**src/rtl/key_evt_if.sv**
```systemverilog
// key_evt_if: valid/ready key event stream between scanner (master) and consumer (slave)
//   valid  event available          ready  consumer accepts
//   id     channel of the event     press  1 = press, 0 = release
//   level  channel value at the confirming tick
interface key_evt_if;
  logic        valid;
  logic        ready;
  logic [2:0]  id;
  logic        press;
  logic [11:0] level;
  modport master (output valid, id, press, level, input ready);
  modport slave  (input valid, id, press, level, output ready);
endinterface

```
**src/rtl/adc_key_scanner.sv**
```systemverilog
// adc_key_scanner: debounced 8-key scanner with hysteresis, emits press/release events on a stream
//   clk, rst_n   clock, asynchronous active-low reset
//   ch0..ch7     12-bit channel values, sampled on prescaler ticks only
//   keys         debounced key state, bit i = channel i pressed
//   overrun      sticky per channel: a pending event was overwritten
//   evt          key event stream (master side)
//   ADC_KEY_LEVEL_EN: when defined, evt.level carries the latched channel value; else 12'd0
module adc_key_scanner #(
  parameter int          SAMPLE_DIV = 50000,
  parameter logic [11:0] TH_PRESS   = 12'd2500,
  parameter logic [11:0] TH_RELEASE = 12'd1500,
  parameter int          DEBOUNCE   = 4
) (
  input  logic             clk,
  input  logic             rst_n,
  input  logic [11:0]      ch0, ch1, ch2, ch3, ch4, ch5, ch6, ch7,
  output logic [7:0]       keys,
  output logic [7:0]       overrun,
  key_evt_if.master        evt
);
  localparam int PW = (SAMPLE_DIV > 2) ? $clog2(SAMPLE_DIV) : 1;
  localparam int CW = $clog2(DEBOUNCE + 1);
  localparam logic [CW-1:0] DB_LAST = CW'(DEBOUNCE - 1);
  typedef enum logic {IDLE, OUT} state_t;
  state_t        state;
  logic [PW-1:0] pre;
  logic          tick;
  logic [11:0]   ch [8];
  logic [CW-1:0] cnt [8];
  logic [7:0]    pending, pend_press, qual, toggle;
  logic [2:0]    rr, pick, j;
  logic          found, load;
`ifdef ADC_KEY_LEVEL_EN
  logic [11:0]   pend_level [8];
`else
  assign evt.level = 12'd0;
`endif
  assign ch = '{ch0, ch1, ch2, ch3, ch4, ch5, ch6, ch7};
  assign tick = pre == PW'(SAMPLE_DIV - 1);
  assign load = state == IDLE && found;
  always_comb begin
    qual = '0;
    toggle = '0;
    for (int i = 0; i < 8; i++) begin
      qual[i] = keys[i] ? ch[i] <= TH_RELEASE : ch[i] >= TH_PRESS;
      toggle[i] = tick && qual[i] && cnt[i] == DB_LAST;
    end
  end
  // Scan offsets downward so the nearest set bit at or after rr wins.
  always_comb begin
    found = 1'b0;
    pick = rr;
    j = '0;
    for (int k = 7; k >= 0; k--) begin
      j = rr + 3'(k);
      if (pending[j]) begin
        found = 1'b1;
        pick = j;
      end
    end
  end
  always_ff @(posedge clk or negedge rst_n)
    if (!rst_n) begin
      pre <= '0;
      keys <= '0;
      overrun <= '0;
      pending <= '0;
      pend_press <= '0;
      state <= IDLE;
      rr <= '0;
      evt.valid <= 1'b0;
      evt.id <= '0;
      evt.press <= 1'b0;
      for (int i = 0; i < 8; i++) cnt[i] <= '0;
`ifdef ADC_KEY_LEVEL_EN
      evt.level <= '0;
      for (int i = 0; i < 8; i++) pend_level[i] <= '0;
`endif
    end else begin
      pre <= tick ? '0 : pre + 1'b1;
      if (load) begin
        state <= OUT;
        evt.valid <= 1'b1;
        evt.id <= pick;
        evt.press <= pend_press[pick];
        pending[pick] <= 1'b0;
`ifdef ADC_KEY_LEVEL_EN
        evt.level <= pend_level[pick];
`endif
      end else if (state == OUT && evt.ready) begin
        state <= IDLE;
        evt.valid <= 1'b0;
        rr <= evt.id + 3'd1;
      end
      // A toggle overrides a same-cycle load clear; that load already took the old event,
      // so it is not counted as an overrun.
      for (int i = 0; i < 8; i++)
        if (toggle[i]) begin
          keys[i] <= ~keys[i];
          cnt[i] <= '0;
          pending[i] <= 1'b1;
          pend_press[i] <= ~keys[i];
          if (pending[i] && !(load && pick == 3'(i))) overrun[i] <= 1'b1;
`ifdef ADC_KEY_LEVEL_EN
          pend_level[i] <= ch[i];
`endif
        end else if (tick)
          cnt[i] <= qual[i] ? cnt[i] + 1'b1 : '0;
    end
endmodule

```
**src/flat_wrapper.sv**
```systemverilog
// flat-port wrapper written by rule: the top's interface ports become plain ports
module adc_key_scanner_flat 
#(
  parameter int          SAMPLE_DIV = 50000,
  parameter logic [11:0] TH_PRESS   = 12'd2500,
  parameter logic [11:0] TH_RELEASE = 12'd1500,
  parameter int          DEBOUNCE   = 4
)
  (clk, rst_n, ch0, ch1, ch2, ch3, ch4, ch5, ch6, ch7, keys, overrun, evt_valid, evt_id, evt_press, evt_level, evt_ready);
  key_evt_if evt_i ();
  input  logic clk;
  input  logic rst_n;
  input  logic [11:0] ch0;
  input  logic [11:0] ch1;
  input  logic [11:0] ch2;
  input  logic [11:0] ch3;
  input  logic [11:0] ch4;
  input  logic [11:0] ch5;
  input  logic [11:0] ch6;
  input  logic [11:0] ch7;
  output logic [7:0] keys;
  output logic [7:0] overrun;
  output wire logic [$bits(evt_i.valid)-1:0] evt_valid;
  output wire logic [$bits(evt_i.id)-1:0] evt_id;
  output wire logic [$bits(evt_i.press)-1:0] evt_press;
  output wire logic [$bits(evt_i.level)-1:0] evt_level;
  input wire logic [$bits(evt_i.ready)-1:0] evt_ready;
  assign evt_valid = evt_i.valid;
  assign evt_id = evt_i.id;
  assign evt_press = evt_i.press;
  assign evt_level = evt_i.level;
  assign evt_i.ready = evt_ready;
  adc_key_scanner #(.SAMPLE_DIV(SAMPLE_DIV), .TH_PRESS(TH_PRESS), .TH_RELEASE(TH_RELEASE), .DEBOUNCE(DEBOUNCE)) u_core (.clk(clk), .rst_n(rst_n), .ch0(ch0), .ch1(ch1), .ch2(ch2), .ch3(ch3), .ch4(ch4), .ch5(ch5), .ch6(ch6), .ch7(ch7), .keys(keys), .overrun(overrun), .evt(evt_i));
endmodule
```
**config.mk**
```make
export PLATFORM = sky130hd
export DESIGN_NAME = adc_key_scanner_flat
export DESIGN_NICKNAME = d
export VERILOG_FILES = /design/src/rtl/key_evt_if.sv /design/src/rtl/adc_key_scanner.sv /design/src/flat_wrapper.sv
export SDC_FILE = /design/constraint.sdc
export NUM_CORES = 1
export LEC_CHECK = 0
export ABC_AREA = 1
export ABC_CLOCK_PERIOD_IN_PS = 2600
export BUFFER_PORTS_ARGS = -buffer_cell sky130_fd_sc_hd__buf_2
export CORE_MARGIN = 3
export CORE_UTILIZATION = 40
export CTS_BUF_LIST = sky130_fd_sc_hd__clkbuf_16
export CTS_CLUSTER_SIZE = 12
export DETAILED_ROUTE_END_ITERATION = 6
export PLACE_DENSITY = 0.76
export SLEW_MARGIN = 20
export SYNTH_ARGS = -nofsm -noshare
export SYNTH_HDL_FRONTEND = slang
export SYNTH_SLANG_ARGS = --single-unit
```
**constraint.sdc**
```tcl
create_clock -name clk -period 2.6 [get_ports clk]
set_input_delay 0.52 -clock clk [delete_from_list [all_inputs] [get_ports clk]]
set_output_delay 0.52 -clock clk [all_outputs]
set_load 0.03 [all_outputs]
```
==> reports/results.txt <==
CP Max Fanout -> 8
R2R Path End -> u_core.pending[7]$_DFFE_PN0P_
Req. time, crit path -> 2860 ps
Synth Register Bits -> 72
Worst path max stage delay -> 410 ps
Slew Limit Fails -> 0
Worst r2r path cells -> 18
Placed cell count -> 882
Antenna viol nets, final -> 0
Pleak -> 3.099 nW
HP Class -> in -> async
Post-Route WL -> 11680 µm
Total global-route track usage -> 18.09%
Count leader, synth -> nand2_1
Row cnt -> 39
Die Height -> 114.7 µm
Layout cells sized above 1 -> 25.79%
Wire length of the first global-routing pass -> 19260 µm
Post-Synthesis Cells -> 614
Hold slack -> 210.8 ps
Tcrit/Tclk final -> 95.55%
IO Count -> 132
Fraction of registers with async set/reset -> 100.0%
Ant diodes -> 0
Total of max-cap violations -> 0
Dominant synthesized flop cell -> dfrtp_1
Largest net degree at the start of global routing -> 73
Die width -> 114.7 µm
Average wire per standard cell -> 12.99 µm
Largest area contributor in the netlist -> dfrtp_1
Synth Area in XOR/XNOR -> 2.755%
Routed vias/inst -> 4.958
Max clock buf depth -> 2
Status -> finished, final reports clean
RD Place Congestion -> 0.9275
IO Port Bufs -> 119
Comb power frac -> 55.8%
EDFF count, synth -> 0
Crit. End Element -> flip-flop
H-tree depth -> 3
Fin Clk Skew -> 7.459 ps
Pre-antenna DRT Iters -> 7
Net Sw Frac -> 45.78%
Yosys warns -> 0
Post-synth top cells -> 144 x nand2_1, 86 x inv_1, 72 x dfrtp_1
Die area -> 13150 µm²
R2r setup slk -> 120 ps
Pwr/cell area -> 1092 nW/µm²
Adder-Cell Fraction of Synth Area -> 5.298%
Worst slew pin tran -> 583.7 ps
Compound-Gate Fraction of Synth Area -> 13.54%
Final Hold Viols -> 0
Share of the synthesized area in the top cell type -> 38.15%
Iter 0 DRT Violations -> 193
Final min period -> 2484 ps
Root Buffer -> clkbuf_16
Area share of and/or/nand/nor cells after synthesis -> 29.56%
Placed Area -> 5503 µm²
Worst setup path category -> reg -> reg
Reg-to-Reg Start -> u_core.rr[1]$_DFFE_PN0P_
Vias post-DR -> 4457
Core Region -> 11470 µm²
Sequential area share after synthesis -> 38.15%
Yosys cell types -> 38
Final net count -> 871
Final instance area -> 5911 µm²
Initial Util -> 41.19%
Sw Pwr -> 2.954 mW
Hold-fix buffers, CTS -> 0
Largest family of logic cells by synthesized area -> simple AND/OR/NAND/NOR gates
CTS tree -> yes
Setup violation total in the final timing report -> 0
Syn Area/Cell -> 7.693 µm²
HPWL Detailed -> 8999 µm
Grt ovf -> 0
Crit path arrival time -> 2740 ps
Clock latency on the worst-skew pair -> 330 ps
Synth-to-Final Area Change -> 25.14%
Worst-path clk slew -> 60 ps
Slowest CP cell -> dfrtp_1
Filler cell count -> 1058
Mux share of post-synthesis cell area -> 0%
Fmax -> 0.4025 GHz
Crit path max-delay family -> simple AND/OR/NAND/NOR gates
Cts bufs inserted -> 9
TritonCTS Sinks -> 72
Clock power share -> 23.1%
Sequential power share -> 21.2%
WP buf/inv -> 3
Internal -> 3.499 mW
Crit-path cells -> buf_4 > ha_1 > xor2_2 > nand3_2 > nand2_2 > inv_1 > nand2_1 > nand2_1 > o21ai_1 > nand2_1 > nand2_1 > nand2_2 > a21oi_4 > buf_4 > nor2_2 > nand2_1 > nand2_1 > o21ai_1
Tot Pwr -> 6.453 mW
Non-filler cells, final -> 899
Worst rel slew slack -> 60.73%
Mapped Area -> 4723 µm²
DRC viols -> 0
Initial antenna violation count -> 0
Vias in the first global route -> 4229
CP dominant cell by count -> nand2_1
Crit path from -> u_core.rr[1]$_DFFE_PN0P_
IR drop worst, VDD -> 1209 µV
Ranking of synthesized cells by area -> dfrtp_1 38%, nand2_1 11%, nand3_1 6.9%, inv_1 6.8%, ha_1 5.3%
Worst Setup Start Kind -> flip-flop
==> flip-flops by register name (all words and copies together) (netlist names) <==
signal             flops
u_core.cnt            24
u_core.evt.id          3
u_core.evt.press       1
u_core.evt.valid       1
u_core.keys            1
u_core.overrun         8
u_core.pend_press      7
u_core.pending         8
u_core.pre            16
u_core.rr              3
==> metrics by stage <==
stage / utilization [%] / TNS [ps] / worst slack, ps
6_report: 51.54 / 0 / 115.8
5_1_grt: 51.54 / -34.23 / -32.05
4_1_cts: 51.11 / 0 / 49.17
3_5_place_dp: 47.99 / 0 / 73.36
3_3_place_gp: 47.99 / 0 / 116.5
2_1_floorplan: - / 0 / 204.4
==> layout make-up <==
class                           instances  area, µm²  share of cell area [%]
Multi-Input combinational cell        442       2491                   42.15
Sequential cell                        72       1803                   30.50
Timing Repair Buffer                  135      732.0                   12.38
Inverter                               92      347.8                   5.885
Clock buffer                            9      225.2                   3.810
Tap cell                              143      178.9                   3.027
Clock inverter                          6      132.6                   2.244
==> kinds of logic (layout without fill, tap and decap cells) <==
kind of cell | Yosys count | in the layout
flip-flops | 72 | 72
buffers and inverters | 111 | 242
XOR/XNOR | 14 | 14
other | 1 | 12
AO/OA/AOI/OAI | 98 | 98
adder cells (fa/ha/maj) | 20 | 20
AND/OR/NAND/NOR | 298 | 298
==> metal layers <==
metal	global-route usage, %	wire length, µm	up-vias	share of wire [%]
li1	-	-	2289	-
met1	23.50	5203	2027	45
met2	30.35	5610	123	48
met3	3.013	698	18	6.0
met4	6.492	165	0	1.4
met5	0	0	-	0
==> cells in the final DEF (no fill, tap or decap), types with 8 or more instances in the layout <==
cell       instances
dfrtp_1           71
ha_1              19
buf_2            119
nand3_1           64
clkbuf_16          9
inv_1             85
o31ai_1            8
nand2_2           14
nand2_1          142
o32ai_1            8
a21oi_1           21
xor2_1            11
conb_1            12
nand3_2           10
nor2_1            42
buf_4             14
o21ai_0           34
==> power groups by stage <==
| stage | registers [mW] | logic, mW | clock network, mW |
|---|---|---|---|
| 4_1_cts | 1.36 | 3.30 | 1.51 |
| 3_5_place_dp | 1.38 | 3.26 | 0 |
| 5_1_grt | 1.38 | 4.01 | 1.57 |
| 6_report | 1.37 | 3.60 | 1.49 |
| 3_3_place_gp | 1.38 | 3.24 | 0 |
| 2_1_floorplan | 1.40 | 2.60 | 0 |
==> worst max-delay path by stage <==
stage                                         end  cells past startpoint  slack [ps]
floorplan           u_core.overrun[4]$_DFFE_PN0P_                     21         200
global placement    u_core.overrun[1]$_DFFE_PN0P_                     19         120
detailed placement  u_core.overrun[1]$_DFFE_PN0P_                     19          70
CTS                 u_core.overrun[1]$_DFFE_PN0P_                     19          50
global route        u_core.pending[7]$_DFFE_PN0P_                     19         -30
finish              u_core.pending[7]$_DFFE_PN0P_                     18         120
==> what timing repair did <==
action / CTS / global route
setup buffers: 0 / 2
resized for setup: 0 / 10
setup endpoints to repair: 0 / 17
No activity file was read; power rests on OpenSTA's default activity.
